$ cat config.mk
export PLATFORM = sky130hd
export DESIGN_NAME = bsg_store_and_forward_meta
export DESIGN_NICKNAME = d
export VERILOG_FILES = /design/src/rtl/bsg_store_and_forward_pkg.sv /design/src/rtl/bsg_store_and_forward_rd_pipe.sv /design/src/rtl/bsg_store_and_forward_meta.sv
export SDC_FILE = /design/constraint.sdc
export NUM_CORES = 1
export LEC_CHECK = 0
export ABC_AREA = 0
export ABC_CLOCK_PERIOD_IN_PS = 7500
export CAP_MARGIN = 20
export CELL_PAD_IN_SITES_DETAIL_PLACEMENT = 0
export CELL_PAD_IN_SITES_GLOBAL_PLACEMENT = 1
export CORE_MARGIN = 2
export CORE_UTILIZATION = 30
export CTS_BUF_LIST = sky130_fd_sc_hd__clkbuf_4
export DETAILED_ROUTE_END_ITERATION = 10
export GPL_ROUTABILITY_DRIVEN = 0
export HOLD_SLACK_MARGIN = 0.08
export PLACE_DENSITY_LB_ADDON = 0.1
export SKIP_CTS_REPAIR_TIMING = 1
export SYNTH_ARGS = -nofsm -noshare
export SYNTH_HDL_FRONTEND = slang
export SYNTH_HIERARCHICAL = 1
export SYNTH_SLANG_ARGS = --single-unit
$ cat constraint.sdc
create_clock -name clk_i -period 7.5 [get_ports clk_i]
set_clock_uncertainty 0.1 [all_clocks]
set_input_delay 1.125 -clock clk_i [delete_from_list [all_inputs] [get_ports clk_i]]
set_output_delay 1.125 -clock clk_i [all_outputs]
set_load 0.01 [all_outputs]
$ cat src/rtl/bsg_store_and_forward_pkg.sv
// Shared types for the store-and-forward packet FIFO: write-FSM states and the
// memory entry layout macro, sized by the data width of the instantiating module.
`ifndef BSG_STORE_AND_FORWARD_PKG_SV
`define BSG_STORE_AND_FORWARD_PKG_SV

`define BSG_SF_ENTRY_T(name, width) \
  typedef struct packed { \
    logic [(width)-1:0]   data; \
    logic [(width)/8-1:0] keep; \
    logic                 last; \
  } name

package bsg_store_and_forward_pkg;

  typedef enum logic [1:0] {e_idle, e_store, e_drop} sf_state_e;

endpackage

`endif

$ cat src/rtl/bsg_store_and_forward_rd_pipe.sv
// Read side: memory read issue, read-valid register, 2-entry skid FIFO and
// the length-queue pop strobe. Output beats are valid-ready and held until taken.
module bsg_store_and_forward_rd_pipe
  import bsg_store_and_forward_pkg::*;
#(
  parameter int width_p = 8,
  parameter int lg_size_p = 4,
  localparam int keep_width_lp = width_p/8,
  localparam int entry_width_lp = width_p + keep_width_lp + 1
) (
  input  logic                      clk_i,
  input  logic                      reset_i,
  input  logic [lg_size_p:0]        wr_commit_i,
  output logic [lg_size_p:0]        rd_ptr_o,
  output logic                      rd_en_o,
  output logic [lg_size_p-1:0]      rd_addr_o,
  input  logic [entry_width_lp-1:0] rd_data_i,
  output logic [width_p-1:0]        data_o,
  output logic [keep_width_lp-1:0]  keep_o,
  output logic                      v_o,
  output logic                      last_o,
  input  logic                      ready_and_i,
  output logic                      lenq_pop_o
);

  `BSG_SF_ENTRY_T(entry_s, width_p);

  logic [lg_size_p:0] rd_q;
  logic               rv_q;
  entry_s             skid_q [2];
  logic               skid_rptr_q, skid_wptr_q;
  logic [1:0]         skid_cnt_q;
  entry_s             head;
  logic               skid_empty, yumi, skid_push, skid_pop;

  assign skid_empty = (skid_cnt_q == 2'd0);
  // Beats in flight (skid + read register) never exceed the skid depth.
  assign rd_en_o    = (rd_q != wr_commit_i) &&
                      (skid_empty || ((skid_cnt_q == 2'd1) && !rv_q));
  assign rd_addr_o  = rd_q[lg_size_p-1:0];
  assign rd_ptr_o   = rd_q;

  assign head       = skid_empty ? entry_s'(rd_data_i) : skid_q[skid_rptr_q];
  assign v_o        = !skid_empty || rv_q;
  assign yumi       = v_o && ready_and_i;
  assign skid_push  = rv_q && !(skid_empty && ready_and_i);
  assign skid_pop   = yumi && !skid_empty;
  assign lenq_pop_o = yumi && head.last;

  assign data_o = head.data;
  assign keep_o = head.keep;
  assign last_o = head.last;

  always_ff @(posedge clk_i) begin
    if (reset_i) begin
      rd_q        <= '0;
      rv_q        <= 1'b0;
      skid_rptr_q <= 1'b0;
      skid_wptr_q <= 1'b0;
      skid_cnt_q  <= 2'd0;
    end else begin
      rv_q <= rd_en_o;
      if (rd_en_o) rd_q <= rd_q + (lg_size_p+1)'(1);
      if (skid_push) begin
        skid_q[skid_wptr_q] <= rd_data_i;
        skid_wptr_q         <= ~skid_wptr_q;
      end
      if (skid_pop) skid_rptr_q <= ~skid_rptr_q;
      skid_cnt_q <= skid_cnt_q + {1'b0, skid_push} - {1'b0, skid_pop};
    end
  end

endmodule

$ cat src/rtl/bsg_store_and_forward_meta.sv
// Store-and-forward packet FIFO with per-beat keep, frame-length metadata and drop pulses.
// Define BSG_STORE_AND_FORWARD_STATS_EN to add saturating good/bad/overflow counters.
module bsg_store_and_forward_meta
  import bsg_store_and_forward_pkg::*;
#(
  parameter int width_p = 8,
  parameter int lg_size_p = 4,
  parameter int lg_frames_p = 2,
  localparam int keep_width_lp = width_p/8
) (
  input  logic                     clk_i,
  input  logic                     reset_i,
  input  logic [width_p-1:0]       data_i,
  input  logic [keep_width_lp-1:0] keep_i,
  input  logic                     v_i,
  input  logic                     last_i,
  input  logic                     error_i,
  output logic                     ready_and_o,
  output logic [width_p-1:0]       data_o,
  output logic [keep_width_lp-1:0] keep_o,
  output logic [lg_size_p:0]       len_o,
  output logic                     v_o,
  output logic                     last_o,
  input  logic                     ready_and_i,
  output logic                     good_o,
  output logic                     bad_o,
  output logic                     overflow_o
`ifdef BSG_STORE_AND_FORWARD_STATS_EN
  ,
  input  logic                     stats_clear_i,
  output logic [31:0]              good_cnt_o,
  output logic [31:0]              bad_cnt_o,
  output logic [31:0]              overflow_cnt_o
`endif
);

  localparam int ptr_width_lp  = lg_size_p + 1;
  localparam int lenq_depth_lp = 1 << lg_frames_p;
  localparam logic [ptr_width_lp-1:0] one_ptr_lp = ptr_width_lp'(1);
  localparam logic [ptr_width_lp-1:0] size_lp    = ptr_width_lp'(1 << lg_size_p);
  localparam logic [lg_frames_p:0]    lenq_max_lp = (lg_frames_p+1)'(lenq_depth_lp);

  `BSG_SF_ENTRY_T(entry_s, width_p);

  entry_s                  mem [2**lg_size_p];
  entry_s                  mem_rdata_q;
  sf_state_e               state_q;
  logic [ptr_width_lp-1:0] wr_cur_q, wr_commit_q, cnt_q, rd_ptr;
  logic [ptr_width_lp-1:0] len_next, push_len;
  logic [lg_size_p-1:0]    rd_addr;
  logic                    rd_en, lenq_pop, lenq_push;
  logic                    buf_full, lenq_full, start_ok, wr_en;
  logic                    good_q, bad_q, overflow_q;

  logic [ptr_width_lp-1:0] lenq_mem [lenq_depth_lp];
  logic [lg_frames_p-1:0]  lenq_wptr_q, lenq_rptr_q;
  logic [lg_frames_p:0]    lenq_cnt_q;

  assign ready_and_o = !reset_i;
  // Full check uses registered pointers only; same-cycle reads do not rescue a beat.
  assign buf_full  = (wr_cur_q == {~rd_ptr[lg_size_p], rd_ptr[lg_size_p-1:0]});
  assign lenq_full = (lenq_cnt_q == lenq_max_lp);
  assign start_ok  = !buf_full && !lenq_full;
  assign wr_en     = v_i && !reset_i &&
                     (((state_q == e_idle) && start_ok) || ((state_q == e_store) && !buf_full));
  assign lenq_push = wr_en && last_i && !error_i;
  assign len_next  = (cnt_q == size_lp) ? cnt_q : cnt_q + one_ptr_lp;
  assign push_len  = (state_q == e_idle) ? one_ptr_lp : len_next;

  assign good_o     = good_q;
  assign bad_o      = bad_q;
  assign overflow_o = overflow_q;

  always_ff @(posedge clk_i) begin
    if (wr_en) mem[wr_cur_q[lg_size_p-1:0]] <= '{data: data_i, keep: keep_i, last: last_i};
    if (rd_en) mem_rdata_q <= mem[rd_addr];
  end

  always_ff @(posedge clk_i) begin
    if (reset_i) begin
      state_q     <= e_idle;
      wr_cur_q    <= '0;
      wr_commit_q <= '0;
      cnt_q       <= '0;
      good_q      <= 1'b0;
      bad_q       <= 1'b0;
      overflow_q  <= 1'b0;
    end else begin
      good_q     <= 1'b0;
      bad_q      <= 1'b0;
      overflow_q <= 1'b0;
      if (v_i) begin
        case (state_q)
          e_idle: begin
            if (!start_ok) begin
              if (last_i) overflow_q <= 1'b1;
              else        state_q    <= e_drop;
            end else if (last_i) begin
              if (error_i) bad_q <= 1'b1;
              else begin
                wr_cur_q    <= wr_cur_q + one_ptr_lp;
                wr_commit_q <= wr_cur_q + one_ptr_lp;
                good_q      <= 1'b1;
              end
            end else begin
              wr_cur_q <= wr_cur_q + one_ptr_lp;
              cnt_q    <= one_ptr_lp;
              state_q  <= e_store;
            end
          end
          e_store: begin
            if (buf_full) begin
              wr_cur_q <= wr_commit_q;
              if (last_i) begin
                overflow_q <= 1'b1;
                state_q    <= e_idle;
              end else state_q <= e_drop;
            end else if (last_i) begin
              state_q <= e_idle;
              if (error_i) begin
                wr_cur_q <= wr_commit_q;
                bad_q    <= 1'b1;
              end else begin
                wr_cur_q    <= wr_cur_q + one_ptr_lp;
                wr_commit_q <= wr_cur_q + one_ptr_lp;
                good_q      <= 1'b1;
              end
            end else begin
              wr_cur_q <= wr_cur_q + one_ptr_lp;
              cnt_q    <= len_next;
            end
          end
          e_drop: begin
            if (last_i) begin
              overflow_q <= 1'b1;
              state_q    <= e_idle;
            end
          end
          default: state_q <= e_idle;
        endcase
      end
    end
  end

  // Length queue: head is the frame currently leaving; pops with its last beat.
  always_ff @(posedge clk_i) begin
    if (reset_i) begin
      lenq_wptr_q <= '0;
      lenq_rptr_q <= '0;
      lenq_cnt_q  <= '0;
    end else begin
      if (lenq_push) begin
        lenq_mem[lenq_wptr_q] <= push_len;
        lenq_wptr_q           <= lenq_wptr_q + lg_frames_p'(1);
      end
      if (lenq_pop) lenq_rptr_q <= lenq_rptr_q + lg_frames_p'(1);
      lenq_cnt_q <= lenq_cnt_q + (lg_frames_p+1)'(lenq_push) - (lg_frames_p+1)'(lenq_pop);
    end
  end

  assign len_o = lenq_mem[lenq_rptr_q];

  bsg_store_and_forward_rd_pipe #(
    .width_p  (width_p),
    .lg_size_p(lg_size_p)
  ) rd_pipe (
    .clk_i      (clk_i),
    .reset_i    (reset_i),
    .wr_commit_i(wr_commit_q),
    .rd_ptr_o   (rd_ptr),
    .rd_en_o    (rd_en),
    .rd_addr_o  (rd_addr),
    .rd_data_i  (mem_rdata_q),
    .data_o     (data_o),
    .keep_o     (keep_o),
    .v_o        (v_o),
    .last_o     (last_o),
    .ready_and_i(ready_and_i),
    .lenq_pop_o (lenq_pop)
  );

`ifdef BSG_STORE_AND_FORWARD_STATS_EN
  logic [31:0] good_cnt_q, bad_cnt_q, overflow_cnt_q;

  always_ff @(posedge clk_i) begin
    if (reset_i || stats_clear_i) begin
      good_cnt_q     <= '0;
      bad_cnt_q      <= '0;
      overflow_cnt_q <= '0;
    end else begin
      if (good_q && !(&good_cnt_q))         good_cnt_q     <= good_cnt_q + 32'd1;
      if (bad_q && !(&bad_cnt_q))           bad_cnt_q      <= bad_cnt_q + 32'd1;
      if (overflow_q && !(&overflow_cnt_q)) overflow_cnt_q <= overflow_cnt_q + 32'd1;
    end
  end

  assign good_cnt_o     = good_cnt_q;
  assign bad_cnt_o      = bad_cnt_q;
  assign overflow_cnt_o = overflow_cnt_q;
`endif

endmodule
-- Word level (Yosys, flattened, before mapping)
Memories as Yosys holds them, arrays and structs flattened. A register that Yosys moved wholly into a read port is not among the register bits.
Cells that the tools add are included.
- bits in registers: 37
- bits in latches: 0
- memory bits (writable): 200
- bits in read-only memories: 0
- word-level logic and storage cells: 127
- memories kept: 3
- memory list (memory ; words ; bits a word ; rd ports ; clocked after Yosys merged registers in ; wr ports ; RTL line ; text):
    mem ; 16 ; 10 ; 1 ; 1 ; 1 ; bsg_store_and_forward_meta.sv:45 ; entry_s mem [2**lg_size_p];
    lenq_mem ; 4 ; 5 ; 1 ; 1 ; 1 ; bsg_store_and_forward_meta.sv:55 ; logic [ptr_width_lp-1:0] lenq_mem [lenq_depth_lp];
    rd_pipe.skid_q ; 2 ; 10 ; 1 ; 1 ; 1 ; bsg_store_and_forward_rd_pipe.sv:30 ; entry_s skid_q [2];
- add/subtract/negate cells: 9
- multipliers: 0
- divide/modulo/power cells: 0
- $lt $le $gt $ge: 0
- equal/unequal tests: 12
- shift operators: 0
- muxes and demuxes: 52
- bitwise gates (word level): 4
- reductions and logical operators: 32
- operators by type and width (kind ; count):
    5-bit 2-to-1 mux ; 15
    5-bit one-hot mux with 2 select lines ; 3
    1-bit 2-to-1 mux ; 21
    2-bit 2-to-1 mux ; 8
    5-bit by 1-bit adder with 5-bit output (second input constant) ; 3
    1-bit logical AND ; 14
    10-bit 2-to-1 mux ; 1
    2-bit != test (second input constant) ; 4
    4-bit AND reduction ; 2
    1-bit zero test ; 7
    2-bit one-hot mux with 3 select lines ; 1
    6-bit AND reduction ; 1
    5-bit == test ; 1
    5-bit == test (second input constant) ; 1
    5-bit != test ; 1
    2-bit by 1-bit adder with 2-bit output (second input constant) ; 2
    2-bit by 1-bit == test with 1-bit output (second input constant) ; 2
    2-bit zero test ; 2
    1-bit NOT ; 4
    1-bit one-hot mux with 2 select lines ; 2
    3-bit by 1-bit adder with 3-bit output ; 1
    3-bit == test (second input constant) ; 1
    1-bit logical OR ; 3
    3-bit != test (second input constant) ; 1
    other kinds (8) ; 8

-- Logic depth before layout (Yosys ltp)
- depth after elaboration: 12
- mapped depth: 10

-- Cells and area by module
Netlist, hierarchy kept.
- by module, submodules not included (module ; times used ; cells an instance ; area each (sq um)):
    bsg_store_and_forward_meta ; 1 ; 469 ; 8822.2
    bsg_store_and_forward_rd_pipe ; 1 ; 123 ; 1435.1

-- Worst setup path before layout
Ideal clock, no wire load.
- kind: input to register
- start point: in v_i
- end point: mem mem[15][0] (netlist name) (enable)
- arrival time: 2587 ps
- setup slack: 4423 ps
- cell stages on the path: 4
- path buffers: 1
- cell sequence: clkbuf_1 > inv_1 > a211o_1 > nor3_1
- cells in the longest elaborated chain, start to end: 4
- RTL lines (element ; RTL line ; text):
    from (decl) ; bsg_store_and_forward_meta.sv:15 ; input logic v_i,
    1-bit logical AND (2 in a row) ; bsg_store_and_forward_meta.sv:64 ; assign wr_en = v_i && !reset_i &&
    1-bit 2-to-1 mux ; bsg_store_and_forward_meta.sv:75 ; if (wr_en) mem[wr_cur_q[lg_size_p-1:0]] <= '{data: data_i, keep: keep_i, last: last_i};
    1-bit 2-to-1 mux (implied by the code) ; bsg_store_and_forward_meta.sv:75 ;
    to (decl) ; bsg_store_and_forward_meta.sv:45 ;
Every way passes these cells.

-- Final worst setup path
- start point: in reset_i
- end point: out ready_and_o
- cells in the longest elaborated chain, start to end: 1
- RTL lines (element ; RTL line ; text):
    from (decl) ; bsg_store_and_forward_meta.sv:12 ; input logic reset_i,
    1-bit zero test ; bsg_store_and_forward_meta.sv:59 ; assign ready_and_o = !reset_i;
    to (decl) ; bsg_store_and_forward_meta.sv:18 ; output logic ready_and_o,
Every way passes these cells.

==> impl_metrics.toml <==
[cells_and_area]
fin_cells = 1173
drive_gt1_frac = 0.2669
nets = 707
areaGrowthSynthToFinish_pct = 17.22
design_area_um2 = 12020

[sta]
holdWs_ns = 0.3799
fin_crit_sh = 0.4798
fin_tns_setup_ns = 0
slew_headroom = 0.3289
fmax_mhz = 277.9
finalWorstSetupSlack_ns = 3.901
setup_viol = 0
hold_viol_final = 0
slew_violations = 0
min_period_ns = 3.599
tightest_slew_ns = 1.001
rsz0062_at_grt = "false"

[floorplan]
fp.dieArea_um2 = 35690
die_h_um = 188.9
fp.dieW_um = 188.9
rows = 67
core_um2 = 33620
ios = 35
start_util = 0.3051

[synthesis]
ys_seq_area_frac = 0.6929
syn_inst = 592
synth_ff_type = "edfxtp_1"
yosys_warnings = 6
avgSynthCellArea_um2 = 17.33
netlist_area_um2 = 10260
synth-seq-cells = 250
syn-num-nets = 623
synth.distinct_cells = 58
synth-async-reset-ratio = 0
synth-edff-count = 210

[min_path]
hold_path_class = "reg2reg"

[route]
drc_errors = 0
drt_iter0_markers = 221
wl_per_cell_um = 19.78
dr_total_vias = 5470
drt-vias-per-instance = 4.663
drt-total-wl_um = 23200
antenna_left = 0
first_pass_iters = 4

[setup_path]
critPathKind = "in2out"
worstSetupStartpointType = "primary input"
critPathMaxStageDelay_ns = 0.53
cp_slowest_cell = "clkdlybuf4s50_1"
arrival_ns = 2.37
crit_path_max_fanout = 45
path_cells = "buf_2 -> buf_4 -> inv_1 -> clkdlybuf4s50_1"
critPathCaptureType = "output port"
required_ns = 6.27

[grt]
grt_overflow = 0
grt_max_degree = 47
gr-usage-all-layers = 0.1346
grt_pass1_vias = 5890
antenna_found_initial = 3
grt_pass1_wl_um = 35530

[run]
drv_cap = 0

[pwr]
ir_drop_mv = 0.1466
power.density_nw_per_um2 = 338.4
p_leak_nw = 4.023

[placed_design]
pre_cts_slack_ns = 3.434
hpwl_um = 14670
place_area_um2 = 11050
dp_cells = 1051
io_buffers = 34

[cts]
cts_tree = "built"
htreeDepth = 3
root_buffer = "clkbuf_4"
cts.path.max_buffers = 3
path_clk_slew_ns = 0.06
clock_sinks = 250
cts_buffers = 71
insertion_delay_ns = 0.69

[outcome]
status = "complete, no violations"
[critical path: cells and delay by family]
family | cells | cell delay, ns
buffers and inverters | 4 | 1.24
[flip-flops by register name, summed over array words and instances (netlist names), 2 cells and up, named ones only]
name and count:
mem 160, lenq_mem 20, rd_pipe/skid_q 20, mem_rdata_q 10, cnt_q 5, rd_pipe/rd_ptr_o 5, wr_commit_q 5, wr_cur_q 5
lenq_cnt_q 3, lenq_rptr_q 2, lenq_wptr_q 2, rd_pipe/skid_cnt_q 2, state_q 2
[report_power, final]
group | internal, mW | switching (mW) | total (mW)
combinational | 0.470 | 0.540 | 1.01
sequential | 1.64 | 0.0697 | 1.71
clock | 0.776 | 0.573 | 1.35
[through the flow]
step / util / power, mW
3_3_place_gp: 0.3288 / 2.771
4_1_cts: 0.3575 / 4.159
5_1_grt: 0.3577 / 4.315
6_report: 0.3577 / 4.069
2_1_floorplan: - / 2.383
3_5_place_dp: 0.3288 / 2.778
[logic make-up after synthesis]
logic type | count (synthesis) | synth area share
fa+ha+maj | 16 | 0.02025
simple gates | 121 | 0.06087
buf+inv | 49 | 0.02208
mux | 75 | 0.1406
xor+xnor | 24 | 0.02049
compound gates | 57 | 0.04282
flops | 250 | 0.6929
[placed cells by master (no fill, tap or decap), types with 3 or more instances in the layout]
master and n:
a211oi_1 5, a21oi_1 20, and2_1 8, and3_1 17, buf_4 6, bufinv_16 4, clkbuf_4 105, clkdlybuf4s50_1 33
clkinv_1 7, dfxtp_1 38, edfxtp_1 210, ha_1 15, inv_1 20, mux2i_1 17, mux4_2 55, nand2_1 13
nand2b_1 4, nand3_1 5, nand3b_1 3, nand4_1 4, nor2_1 44, nor2b_1 8, o21ai_0 4, o32ai_1 3
xnor2_1 12, xor2_1 12
[final cells by class]
| type | count | area (µm²) |
|---|---|---|
| clock inverter | 15 | 176.4 |
| tap | 448 | 560.5 |
| fill | 3190 | 21590 |
| clock buffer | 105 | 788.3 |
| sequential | 250 | 7109 |
| multi-input combinational | 293 | 2929 |
| antenna | 2 | 5.005 |
| inverter | 20 | 75.07 |
| timing repair buffer | 40 | 380.4 |
[synthesized netlist by cell type, drive strengths merged (4+ instances only)]
cell    count  area (µm²)
a21oi      20       100.1
xor2       12       105.1
inv        20       75.07
dfxtp      40       800.8
mux4       55        1239
buf        14       92.59
nand3       5       25.02
xnor2      12       105.1
nand4       4       25.02
and3       17       106.4
nand2      13       48.80
and2        8       50.05
a211oi      6       50.05
o21ai       5       28.78
clkbuf     15       58.81
edfxtp    210        6306
nor2b       8       50.05
nand2b      4       25.02
mux2i      17       170.2
ha         15       187.7
nor2       46       177.7
nor3        4       31.28
[metal layers]
layer	share of wire	wire, µm	up-vias	track usage
met5	0	0	-	0
met4	0.023	530	0	0.05529
met3	0.057	1316	50	0.03707
met2	0.47	10810	141	0.2112
met1	0.45	10540	2752	0.1765
li1	-	-	2527	-
[final timing paths]
check / from / endpoint / slack, ns / cells after the start
max: reset_i / ready_and_o / 3.90 / 4
min: mem_rdata_q[3] / rd_pipe/skid_q[0][3] / 0.38 / 0
max reg2reg: rd_pipe/rd_ptr_o[0] / mem[5][8] / 4.18 / 6
min reg2reg: mem_rdata_q[3] / rd_pipe/skid_q[0][3] / 0.38 / 0
(Power assumes the default switching activity.)
